## src/rtl/full_add.sv

```systemverilog
// ---------------------------------------------------------------------------
// full_add
//
// Single-bit full adder. The combinational path (sum/cout) is pure logic and
// needs no clock. A registered copy of the result (sum_q/cout_q) is captured
// on rising clk when en is high. valid_q marks a cycle whose registered
// result was captured on the previous edge.
//
// Optional feature: define FULL_ADD_STATS_EN to build saturating statistics
// counters (op_cnt: captures, carry_cnt: captures with carry-out set).
// Without the macro both counter outputs are tied to zero and no counter
// flops exist.
//
// Parameters:
//   COUNT_W   width of the statistics counters (1..32), default 16
//
// Ports:
//   clk        in   block clock, rising-edge active
//   rst        in   asynchronous, active-high reset
//   a, b, cin  in   addends and carry-in
//   en         in   capture enable for the registered stage
//   sum, cout  out  combinational sum / carry-out
//   sum_q      out  registered sum
//   cout_q     out  registered carry-out
//   valid_q    out  high while sum_q/cout_q hold a freshly captured result
//   carry_cnt  out  captures with carry-out set (statistics build only)
//   op_cnt     out  total captures (statistics build only)
// ---------------------------------------------------------------------------
module full_add #(
    parameter int COUNT_W = 16
) (
    input  logic               clk,
    input  logic               rst,
    input  logic               a,
    input  logic               b,
    input  logic               cin,
    input  logic               en,
    output logic               sum,
    output logic               cout,
    output logic               sum_q,
    output logic               cout_q,
    output logic               valid_q,
    output logic [COUNT_W-1:0] carry_cnt,
    output logic [COUNT_W-1:0] op_cnt
);

    // Plain operators keep X propagation intact; no masking of unknowns.
    assign sum  = a ^ b ^ cin;
    assign cout = (a & b) | (a & cin) | (b & cin);

    logic sum_reg;
    logic cout_reg;
    logic valid_reg;

    // en is only sampled when rst is low, so reset always wins.
    always_ff @(posedge clk or posedge rst) begin
        if (rst) begin
            sum_reg   <= 1'b0;
            cout_reg  <= 1'b0;
            valid_reg <= 1'b0;
        end else begin
            valid_reg <= en;
            if (en) begin
                sum_reg  <= sum;
                cout_reg <= cout;
            end
        end
    end

    assign sum_q   = sum_reg;
    assign cout_q  = cout_reg;
    assign valid_q = valid_reg;

`ifdef FULL_ADD_STATS_EN
    logic [COUNT_W-1:0] op_cnt_reg;
    logic [COUNT_W-1:0] carry_cnt_reg;

    // Counters stop at all-ones instead of wrapping.
    always_ff @(posedge clk or posedge rst) begin
        if (rst) begin
            op_cnt_reg    <= '0;
            carry_cnt_reg <= '0;
        end else if (en) begin
            if (op_cnt_reg != {COUNT_W{1'b1}})
                op_cnt_reg <= op_cnt_reg + 1'b1;
            if (cout && (carry_cnt_reg != {COUNT_W{1'b1}}))
                carry_cnt_reg <= carry_cnt_reg + 1'b1;
        end
    end

    assign op_cnt    = op_cnt_reg;
    assign carry_cnt = carry_cnt_reg;
`else
    assign op_cnt    = '0;
    assign carry_cnt = '0;
`endif

endmodule

```

## config.mk

```make
export PLATFORM = sky130hd
export DESIGN_NAME = full_add
export DESIGN_NICKNAME = d
export VERILOG_FILES = /design/src/rtl/full_add.sv
export SDC_FILE = /design/constraint.sdc
export NUM_CORES = 1
export LEC_CHECK = 0
export ABC_AREA = 1
export CORE_MARGIN = 2
export CORE_UTILIZATION = 26
export DETAILED_ROUTE_END_ITERATION = 10
export GPL_TIMING_DRIVEN = 0
export PLACE_DENSITY = 0.78
export SYNTH_ARGS = -nofsm -noshare
export SYNTH_HDL_FRONTEND = slang
export SYNTH_SLANG_ARGS = --single-unit
```

## constraint.sdc

```tcl
create_clock -name clk -period 1.05 [get_ports clk]
set_clock_uncertainty 0.05 [all_clocks]
set_input_delay 0.21 -clock clk [delete_from_list [all_inputs] [get_ports clk]]
set_output_delay 0.21 -clock clk [all_outputs]
set_load 0.005 [all_outputs]
```

* Word level (Yosys, flattened, before mapping)
Index checks and enable logic that the tools add are counted.
Word-level totals: flip-flop bits (word level) 3, output and inout bits 37, word-level logic and storage cells 10
Cells by class: bitwise operators 7
Operators by type and width (count):
- 1-bit bitwise AND | 3
- 1-bit OR | 2
- 1-bit XOR | 2

* Longest topological paths before layout
depth in word-level cells 3, depth in mapped cells 3

* Worst setup path after synthesis
OpenSTA, ideal clock, no wires.
path kind input port to output port, start point in a, end point out sum, stages 1, slack 0.026 ns, buffers on the path 0, data arrival time 0.764 ns, data required time 0.790 ns, cell sequence fa_1
Between the ends: cells in the longest elaborated chain, start to end 2
RTL lines:
- start, declared | RTL line 34 | input logic a,
- 1-bit XOR (2 in a row) | RTL line 48 | assign sum = a ^ b ^ cin;
- end, declared | RTL line 38 | output logic sum,
No other way between the ends.

* Final worst setup path
Same ends and word-level chain as after synthesis.

==> results <==
-- cell families after synthesis --
kind of cell	after synthesis	share of synthesized area [%]
AND/OR/NAND/NOR	6	6.10
flip-flops	3	20.3
other	1	1.02
adder cells (fa/ha/maj)	1	5.42
buffers and inverters	34	67.1
-- worst register-to-register path, delay by kind of cell, from the launching register on --
family | cells | cell delay, ns
DFF | 1 | 0.37
buffers and inverters | 1 | 0.13
and+or+nand+nor | 2 | 0.09
-- worst max path at each step --
stage          from  endpoint  cells past startpoint
2_1_floorplan     a       sum                      1
3_3_place_gp      a       sum                      3
3_5_place_dp      a       sum                      3
4_1_cts         cin       sum                      3
5_1_grt           a       sum                      3
6_report          a       sum                      3
-- where the power goes --
| part | leakage [nW] | total, mW | switching, mW | internal, mW |
|---|---|---|---|---|
| clock | 0.0150 | 0.200 | 0.0580 | 0.142 |
| sequential | 0.0360 | 0.134 | 0.00588 | 0.128 |
| combinational | 0.369 | 0.196 | 0.0732 | 0.123 |
-- cell usage in the layout, fill, tap and decap left out --
master	instances
buf_2	5
buf_4	34
buf_6	3
clkbuf_1	1
clkbuf_4	3
clkdlybuf4s50_1	2
conb_1	32
dfrtp_1	3
fa_2	1
inv_1	2
nand2_1	6
-- sequential cells by signal (all words and copies together) (netlist names) --
register,flops
sum_q,1
valid_q,1
cout_q,1
-- routing by layer --
metal	track usage, %	wire length (um)	vias up
li1	-	-	162
met1	8.00	178	108
met2	15.6	408	17
met3	3.91	67	0
met4	3.87	0	0
met5	0	0	-
-- what timing repair did --
item                                    CTS  global route
endpoints found under the hold margin     0             0
endpoints found under the setup margin    7             2
gates resized for setup                  34             2
hold buffers                              0             0
buffers inserted                          2             0
pin swaps                                 1             1
-- cell type report --
type	count	area, um2	area share (%)
buffer	32	240	38.3
sequential	3	75.1	12.0
multi-input combinational	39	165	26.3
clock buffer	4	26.3	4.19
tap	15	18.8	2.99
inverter	2	7.51	1.20
timing repair buffer	12	93.8	15.0
-- Yosys cell counts --
| cell | instances |
|---|---|
| fa_1 | 1 |
| buf_4 | 32 |
| dfrtp_1 | 3 |
| nand2_1 | 6 |
| conb_1 | 1 |
| inv_1 | 2 |
==> flow_metrics.env <==
export IMPL_status="finished, violations left"
export IMPL_violations="negative setup slack"
export IMPL_portBuffers=10
export IMPL_synth_largest_area_cell="buf_4"
export IMPL_drv_cap=0
export IMPL_yosys_top_cells_area="buf_4 65%, dfrtp_1 20%, nand2_1 6.1%"
export IMPL_path_clk_slew_ns=0.04
export IMPL_first_pass_iters=2
export IMPL_fin_crit_ns=1.23
export IMPL_ys_warn_count=0
export IMPL_die_area_mm2=0.00174
export IMPL_setup_tns_ns=-0.195
export IMPL_initial_core_util_pct=28.0
export IMPL_r2r_start="cout_q$_DFFE_PP0P_"
export IMPL_drive_gt1_share_pct=50.0
export IMPL_path_buf_inv=2
export IMPL_die_h_um=41.7
export IMPL_io_pin_count=43
export IMPL_cp_max_fo=2
export IMPL_clk_insertion_delay_late_ns=0.23
export IMPL_cp_slowest_cell="fa_2"
export IMPL_fin_crit_sh_pct=117
export IMPL_worstHoldPathType="in2async"
export IMPL_worstRegToRegCells=3
export IMPL_drtIter0Drc=1
export IMPL_clock_sinks=3
export IMPL_critPathRequiredTime_ns=0.79
export IMPL_end_kind="output pin"
export IMPL_rsz0062_at_grt="true"
export IMPL_track_usage_pct=8.56
export IMPL_drc_errors=0
export IMPL_num_nets_final=100
export IMPL_antenna_found_initial=0
export IMPL_path_class="in2out"
export IMPL_core_mm2=0.00132
export IMPL_utilization_pct=47.6
export IMPL_ys_ff_latch=3
export IMPL_finalNonFillerCells=107
export IMPL_grt_pass1_wl_mm=1.10
export IMPL_r2r_setup_slack_ns=0.30
export IMPL_whs_ns=0.105
export IMPL_p_leak_nw=0.420
export IMPL_yosysSeqAreaShare_pct=20.3
export IMPL_syn_inst=45
export IMPL_core_rowCount=13
export IMPL_grt_pass1_vias=256
export IMPL_finalPower_uw=530
export IMPL_timing_critical_path_cells="buf_6, fa_2, buf_2"
export IMPL_setup_viol=2
export IMPL_report_final_slew_viol_count=0
export IMPL_syn_area_um2=369
export IMPL_r2r_end="cout_q$_DFFE_PP0P_"
export IMPL_post_place_ws_ns=-0.915
export IMPL_cts_tree="yes"
export IMPL_cts_root_buf="clkbuf_4"
export IMPL_critical_path_max_stage_delay_ns=0.55
export IMPL_vias_per_cell=2.68
export IMPL_grt_remaining_overflow=0
export IMPL_start_kind="input pin"
export IMPL_gp_congestion=0.613
export IMPL_fin_area_um2=627
export IMPL_cp_arrival_ns=0.97
export IMPL_synth_top_area_share_pct=65.1
export IMPL_setup_slack_ns=-0.178
export IMPL_dp_cells=101
export IMPL_final_hold_violation_count=0
export IMPL_timing_fmax_mhz=814
export IMPL_avgSynthCellArea_um2=8.20
export IMPL_netlist_cell_type_count=6
export IMPL_totalWireLength_um=654
export IMPL_cts_inserted_buffers=3
export IMPL_n_antenna_cell=0
export IMPL_fp_dieW_um=41.7
export IMPL_dr_total_vias=287
export IMPL_cp_top_family="adder cells"
export IMPL_post_drt_wl_per_cell_um=6.11
export IMPL_nFillCells=155
export IMPL_grt_max_degree=5
export IMPL_htree_num_levels=1
export IMPL_power_density_mw_per_mm2=846
export IMPL_placed_cell_area_um2=604
export IMPL_place_hpwl_um=633
export IMPL_area_delta_synth_final_pct=69.8
export IMPL_peakVddDrop_mv=0.628
export IMPL_ant_nets=0
export IMPL_cts_path_max_buffers=2
(Power assumes the default switching activity.)
